### src/rtl/imm_gen_pkg.sv
// Shared constants for the pipelined immediate generator.
package imm_gen_pkg;

   localparam int unsigned SEL_W = 3;

   // Immediate type select codes; 0 and 7 (and 6 without zimm) fall back to I
   localparam logic [SEL_W-1:0] SEL_I = 3'd1;
   localparam logic [SEL_W-1:0] SEL_U = 3'd2;
   localparam logic [SEL_W-1:0] SEL_S = 3'd3;
   localparam logic [SEL_W-1:0] SEL_B = 3'd4;
   localparam logic [SEL_W-1:0] SEL_J = 3'd5;
   localparam logic [SEL_W-1:0] SEL_Z = 3'd6;

endpackage

### src/rtl/imm_gen_core.sv
// Combinational immediate extraction/extension to XLEN bits.
// IMM_GEN_PIPE_ZIMM_EN adds the zero-extended CSR immediate on select 6.
module imm_gen_core
   import imm_gen_pkg::*;
#(
   parameter int unsigned XLEN = 32
) (
   input  logic [31:0]      i_instruction,
   input  logic [SEL_W-1:0] i_sel,
   output logic [XLEN-1:0]  o_imm_c
);

   logic [31:0] imm32;
   logic        unused_opcode;

   // Opcode bits never contribute to any immediate
   assign unused_opcode = ^i_instruction[6:0];

   // Every immediate fits in 32 bits sign-extended, so widen once at the end
   always_comb begin
      imm32 = {{20{i_instruction[31]}}, i_instruction[31:20]};
      case (i_sel)
         SEL_U: imm32 = {i_instruction[31:12], 12'h000};
         SEL_S: imm32 = {{20{i_instruction[31]}}, i_instruction[31:25], i_instruction[11:7]};
         SEL_B: imm32 = {{19{i_instruction[31]}}, i_instruction[31], i_instruction[7],
                         i_instruction[30:25], i_instruction[11:8], 1'b0};
         SEL_J: imm32 = {{11{i_instruction[31]}}, i_instruction[31], i_instruction[19:12],
                         i_instruction[20], i_instruction[30:21], 1'b0};
`ifdef IMM_GEN_PIPE_ZIMM_EN
         SEL_Z: imm32 = {27'd0, i_instruction[19:15]};
`endif
         default: imm32 = {{20{i_instruction[31]}}, i_instruction[31:20]};
      endcase
      o_imm_c = XLEN'($signed(imm32));
   end

endmodule

### src/rtl/imm_gen_pipe.sv
// Pipelined immediate generator: one-cycle latency, two-entry skid buffer,
// registered ready, tag carried alongside each decoded immediate.
// Build option: IMM_GEN_PIPE_ZIMM_EN enables the CSR zimm type (select 6).
module imm_gen_pipe
   import imm_gen_pkg::*;
#(
   parameter int unsigned XLEN  = 32,
   parameter int unsigned TAG_W = 32
) (
   input  logic               i_clk,
   input  logic               i_rst,
   input  logic               i_flush,
   input  logic               i_valid,
   output logic               o_ready,
   input  logic [31:0]        i_instruction,
   input  logic [SEL_W-1:0]   i_sel,
   input  logic [TAG_W-1:0]   i_tag,
   output logic               o_valid,
   input  logic               i_ready,
   output logic [XLEN-1:0]    o_dataout,
   output logic [TAG_W-1:0]   o_tag
);

   logic [XLEN-1:0]  imm_c;
   logic             accept_c;
   logic             m_free_c;

   logic             m_valid_q, m_valid_d;
   logic [XLEN-1:0]  m_data_q,  m_data_d;
   logic [TAG_W-1:0] m_tag_q,   m_tag_d;
   logic             s_valid_q, s_valid_d;
   logic [XLEN-1:0]  s_data_q,  s_data_d;
   logic [TAG_W-1:0] s_tag_q,   s_tag_d;
   logic             ready_q,   ready_d;

   imm_gen_core #(.XLEN(XLEN)) u_core (
      .i_instruction (i_instruction),
      .i_sel         (i_sel),
      .o_imm_c       (imm_c)
   );

   assign accept_c = i_valid && ready_q;
   assign m_free_c = !m_valid_q || i_ready;

   // Skid buffer next state: skid drains into main first, stalled inputs park in skid
   always_comb begin
      m_valid_d = m_valid_q;
      m_data_d  = m_data_q;
      m_tag_d   = m_tag_q;
      s_valid_d = s_valid_q;
      s_data_d  = s_data_q;
      s_tag_d   = s_tag_q;

      if (m_free_c) begin
         if (s_valid_q) begin
            m_valid_d = 1'b1;
            m_data_d  = s_data_q;
            m_tag_d   = s_tag_q;
            s_valid_d = 1'b0;
         end else if (accept_c) begin
            m_valid_d = 1'b1;
            m_data_d  = imm_c;
            m_tag_d   = i_tag;
         end else begin
            m_valid_d = 1'b0;
         end
      end else if (accept_c) begin
         s_valid_d = 1'b1;
         s_data_d  = imm_c;
         s_tag_d   = i_tag;
      end

      if (i_flush) begin
         m_valid_d = 1'b0;
         s_valid_d = 1'b0;
      end

      // Ready is registered: it reflects whether skid will be empty next cycle
      ready_d = !s_valid_d;
   end

   // State registers with synchronous reset
   always_ff @(posedge i_clk) begin
      if (i_rst) begin
         m_valid_q <= 1'b0;
         m_data_q  <= '0;
         m_tag_q   <= '0;
         s_valid_q <= 1'b0;
         s_data_q  <= '0;
         s_tag_q   <= '0;
         ready_q   <= 1'b1;
      end else begin
         m_valid_q <= m_valid_d;
         m_data_q  <= m_data_d;
         m_tag_q   <= m_tag_d;
         s_valid_q <= s_valid_d;
         s_data_q  <= s_data_d;
         s_tag_q   <= s_tag_d;
         ready_q   <= ready_d;
      end
   end

   assign o_valid   = m_valid_q;
   assign o_dataout = m_data_q;
   assign o_tag     = m_tag_q;
   assign o_ready   = ready_q;

endmodule

### config.mk
export PLATFORM = sky130hd
export DESIGN_NAME = imm_gen_pipe
export DESIGN_NICKNAME = d
export VERILOG_FILES = /design/src/rtl/imm_gen_pkg.sv /design/src/rtl/imm_gen_core.sv /design/src/rtl/imm_gen_pipe.sv
export SDC_FILE = /design/constraint.sdc
export NUM_CORES = 1
export LEC_CHECK = 0
export BUFFER_PORTS_ARGS = -buffer_cell sky130_fd_sc_hd__buf_2
export CORE_ASPECT_RATIO = 2
export CORE_MARGIN = 2
export CORE_UTILIZATION = 45
export CTS_BUF_LIST = sky130_fd_sc_hd__clkbuf_4
export CTS_CLUSTER_DIAMETER = 30
export DETAILED_ROUTE_END_ITERATION = 10
export GPL_ROUTABILITY_DRIVEN = 0
export GPL_TIMING_DRIVEN = 0
export PLACE_DENSITY_LB_ADDON = 0.25
export SYNTH_ARGS = -nofsm -noshare
export SYNTH_HDL_FRONTEND = slang
export SYNTH_SLANG_ARGS = --single-unit
### constraint.sdc
create_clock -name i_clk -period 1.5 [get_ports i_clk]
set_input_delay 0.225 -clock i_clk [delete_from_list [all_inputs] [get_ports i_clk]]
set_output_delay 0.225 -clock i_clk [all_outputs]
set_load 0.05 [all_outputs]
==> impl_metrics.py <==
metrics = {
    "cells_and_area": {
        "final_layout_size_suffix_gt1_share_pct": 27.7,
        "post-route-cell-area_um2": 7690,
        "n_fill_cell": 1193,
        "final_nets": 927,
        "synthToLayoutAreaGrowth_pct": 31.5,
    },
    "die": {
        "dieWidth_um": 84.6,
        "initial_utilization_pct": 46.3,
        "placementRows": 58,
        "io_pins": 138,
        "die_h_um": 165,
        "coreArea_um2": 12600,
        "dieArea_um2": 14000,
    },
    "yosys": {
        "synth.most_common_cell": "dfxtp_1",
        "synthFlopType": "dfxtp_1",
        "synth-async-reset-ratio_pct": 0,
        "synth_xor_area_share_pct": 0,
        "synth_top_family_by_area": "compound AO/OA/AOI/OAI gates",
        "synth-compound-area-share_pct": 24.3,
        "yosysTopAreaCell": "dfxtp_1",
        "synthAdderAreaFrac_pct": 0,
        "synth_edf_count": 0,
        "syn-cell-area_um2": 5840,
        "synth_seq_cells": 131,
        "syn_nets": 737,
        "synth_cells": 665,
        "ys_warn_count": 0,
        "avgSynthCellArea_um2": 8.79,
        "synth_top_area_share_pct": 44.9,
        "yosysSeqAreaShare_pct": 44.9,
        "synthTopCellsByArea": "dfxtp_1 (45%), a211oi_1 (9.2%), mux2i_1 (5.8%), a21oi_1 (5.2%), nand2_1 (5.2%)",
        "synth-simple-area-share_pct": 19.2,
        "synthTopCellsByCount": "dfxtp_1 (131), nand2_1 (81), nor2_1 (74)",
        "synth.distinct_cells": 38,
        "synth_mux_area_share_pct": 5.82,
    },
    "clock_network": {
        "cts.htree.levels": 4,
        "cts_root_buffer": "clkbuf_4",
        "clkLatencyLatePin_ns": 0.54,
        "cts_buffers": 17,
        "cts_buffer_depth": 2,
        "clk_pin_slew_ns": 0.13,
        "clock-sinks": 131,
        "cts_tree": "built",
    },
    "timing": {
        "finalHoldViolCount": 0,
        "fin_skew_ns": 0.0124,
        "slew-limit-headroom_pct": 46.2,
        "fmax_ghz": 0.685,
        "finalMaxSlewViolations": 0,
        "setup_violations": 0,
        "fin_setup_tns_ns": 0,
        "worst_slew_pin_slew_ns": 0.807,
        "rsz0062_at_grt": "true",
        "timing.final.crit_share_pct": 97.3,
        "period_minus_slack_ns": 1.46,
    },
    "route": {
        "firstDrtPassIters": 5,
        "routed_wl_um": 18000,
        "vias": 5869,
        "viasPerCell": 5.77,
        "wl_per_cell_um": 17.7,
        "drtIter0Drc": 299,
        "antenna_left": 0,
        "drc": 0,
    },
    "global_routing": {
        "busiest_layer": "met2",
        "grt_pass1_wl_um": 28300,
        "grt.total_usage_pct": 25.6,
        "met1_usage_pct": 25.8,
        "grtUsageMet2_pct": 46.8,
        "antenna_found_initial": 1,
        "grt_max_degree": 17,
        "gr-usage-met3_pct": 5.47,
        "grt_overflow": 0,
        "grt_pass1_vias": 5927,
    },
    "power_and_ir_drop": {
        "p_leak_nw": 3.08,
        "power.density_nw_per_um2": 1010,
        "irDropWorstVdd_mv": 0.791,
        "p_total_w": 0.00777,
    },
    "setup_path": {
        "crit_end": "o_tag[6]",
        "required_ns": 1.92,
        "r2r_slack_ns": 0.04,
        "end_kind": "flop",
        "cp_slowest_stage_delay_ns": 0.38,
        "slowest_stage": "dfxtp_2",
        "crit_start": "s_valid_q",
        "setup.worst_path.class": "flop to flop",
        "critPathArrivalTime_ns": 1.88,
        "r2r_cells": 5,
        "reg2reg_to": "o_tag[6]",
        "startpoint_type": "flop",
        "cp_max_fo": 10,
        "worst_path_most_repeated_cell": "buf_4",
        "rr_startpoint": "s_valid_q",
        "cp_cell_sequence": "buf_4 -> buf_4 -> buf_4 -> mux2i_1 -> a211oi_1",
    },
    "min_path": {
        "hold_path.class": "input pin to flop",
    },
    "outcome": {
        "status": "complete, no violations",
    },
    "flow_run": {
        "cap_viol_max_count": 0,
    },
    "placed_design": {
        "placed_area_um2": 6680,
        "dp_hpwl_um": 13000,
        "io_buffer_count": 127,
    },
}
==> sequential cells by signal (all words and copies together) (netlist names) <==
name / cells
o_tag: 32
s_tag_q: 32
o_dataout: 32
o_ready: 1
o_valid: 1
s_data_q: 32
s_valid_q: 1
==> cell type report <==
class / count / area [um2] / share of cell area, %
clock inverters: 14 / 156 / 2.03
inverters: 1 / 3.75 / 0.0488
diodes: 1 / 2.50 / 0.0326
plain buffers: 67 / 438 / 5.70
repair buffers: 172 / 1100 / 14.4
multi-input cells: 465 / 3040 / 39.5
flip-flops and latches: 131 / 2630 / 34.2
well taps: 150 / 188 / 2.44
clock buffers: 17 / 128 / 1.66
==> what timing repair did <==
action,in CTS,in global routing
pin swaps,4,3
hold buffers,40,1
resized for setup,43,41
gates cloned,1,0
setup endpoints to repair,126,90
hold endpoints to repair,45,1
buffers inserted,3,0
==> stage by stage <==
| stage | setup slack (ns) | utilization [%] | instances | hold slack [ns] |
|---|---|---|---|---|
| after floorplan | -0.0173 | - | 665 | 0.294 |
| after global placement | -0.271 | 52.9 | 942 | 0.396 |
| after detailed placement | -0.305 | 52.9 | 942 | 0.400 |
| after CTS | 0.00568 | 59.9 | 1016 | 0.00425 |
| after global routing | -0.0373 | 60.9 | 1018 | 0.0398 |
| final | 0.0403 | 60.9 | 1018 | 0.0558 |
==> power by group <==
part,internal (W),switching [W],leakage (nW)
clock network,0.00101,0.00141,0.158
registers,0.00364,0.0000906,1.07
logic,0.000536,0.00109,1.84
==> cell usage in the layout, fill, tap and decap left out, types with 4 or more instances in the layout <==
cell           count
a211o_1            9
o21ai_0            8
nor2_1            73
a22oi_1           10
dlygate4sd3_1     41
buf_4             15
clkinv_4           6
clkbuf_4          21
a211oi_1          66
dfxtp_1          128
nor2b_1           12
nor3_1            18
a2111o_1          18
a221oi_1           5
a21oi_1           59
nand2_1           81
a211oi_2           7
buf_6              8
and3b_1            4
buf_2            137
nand2b_1          10
clkbuf_2           9
nor4b_1            8
clkbuf_1          19
nand3b_1          12
mux2i_1           34
o41ai_2           10
==> routing by layer <==
layer	part of all wire [%]	wire, um
met4	5.4	979
met1	37	6620
met2	53	9530
met5	0	0
met3	4.7	854
==> logic make-up after synthesis <==
kind of cell | Yosys count
AOI/OAI and AO/OA | 198
muxes | 34
and+or+nand+nor | 233
buffers and inverters | 69
DFF | 131
==> worst max-delay path: cells and delay by family, from the launching register on <==
kind,cells,cell delay [ns]
AO/OA/AOI/OAI,1,0.10
flip-flops,1,0.38
buffers and inverters,3,0.61
multiplexers,1,0.25
==> how the worst min path moves through the flow <==
stage                      startpoint  cells after the start           end  slack, ns
floorplan                     i_flush                      1       o_valid       0.29
global placement              i_flush                      2       o_valid       0.40
detailed placement            i_flush                      2       o_valid       0.40
CTS                 i_instruction[26]                      3   s_data_q[6]      0.004
global route        i_instruction[23]                      3  s_data_q[23]       0.04
finish              i_instruction[21]                      3  s_data_q[21]       0.06
Power figures use the tool's default switching activity.
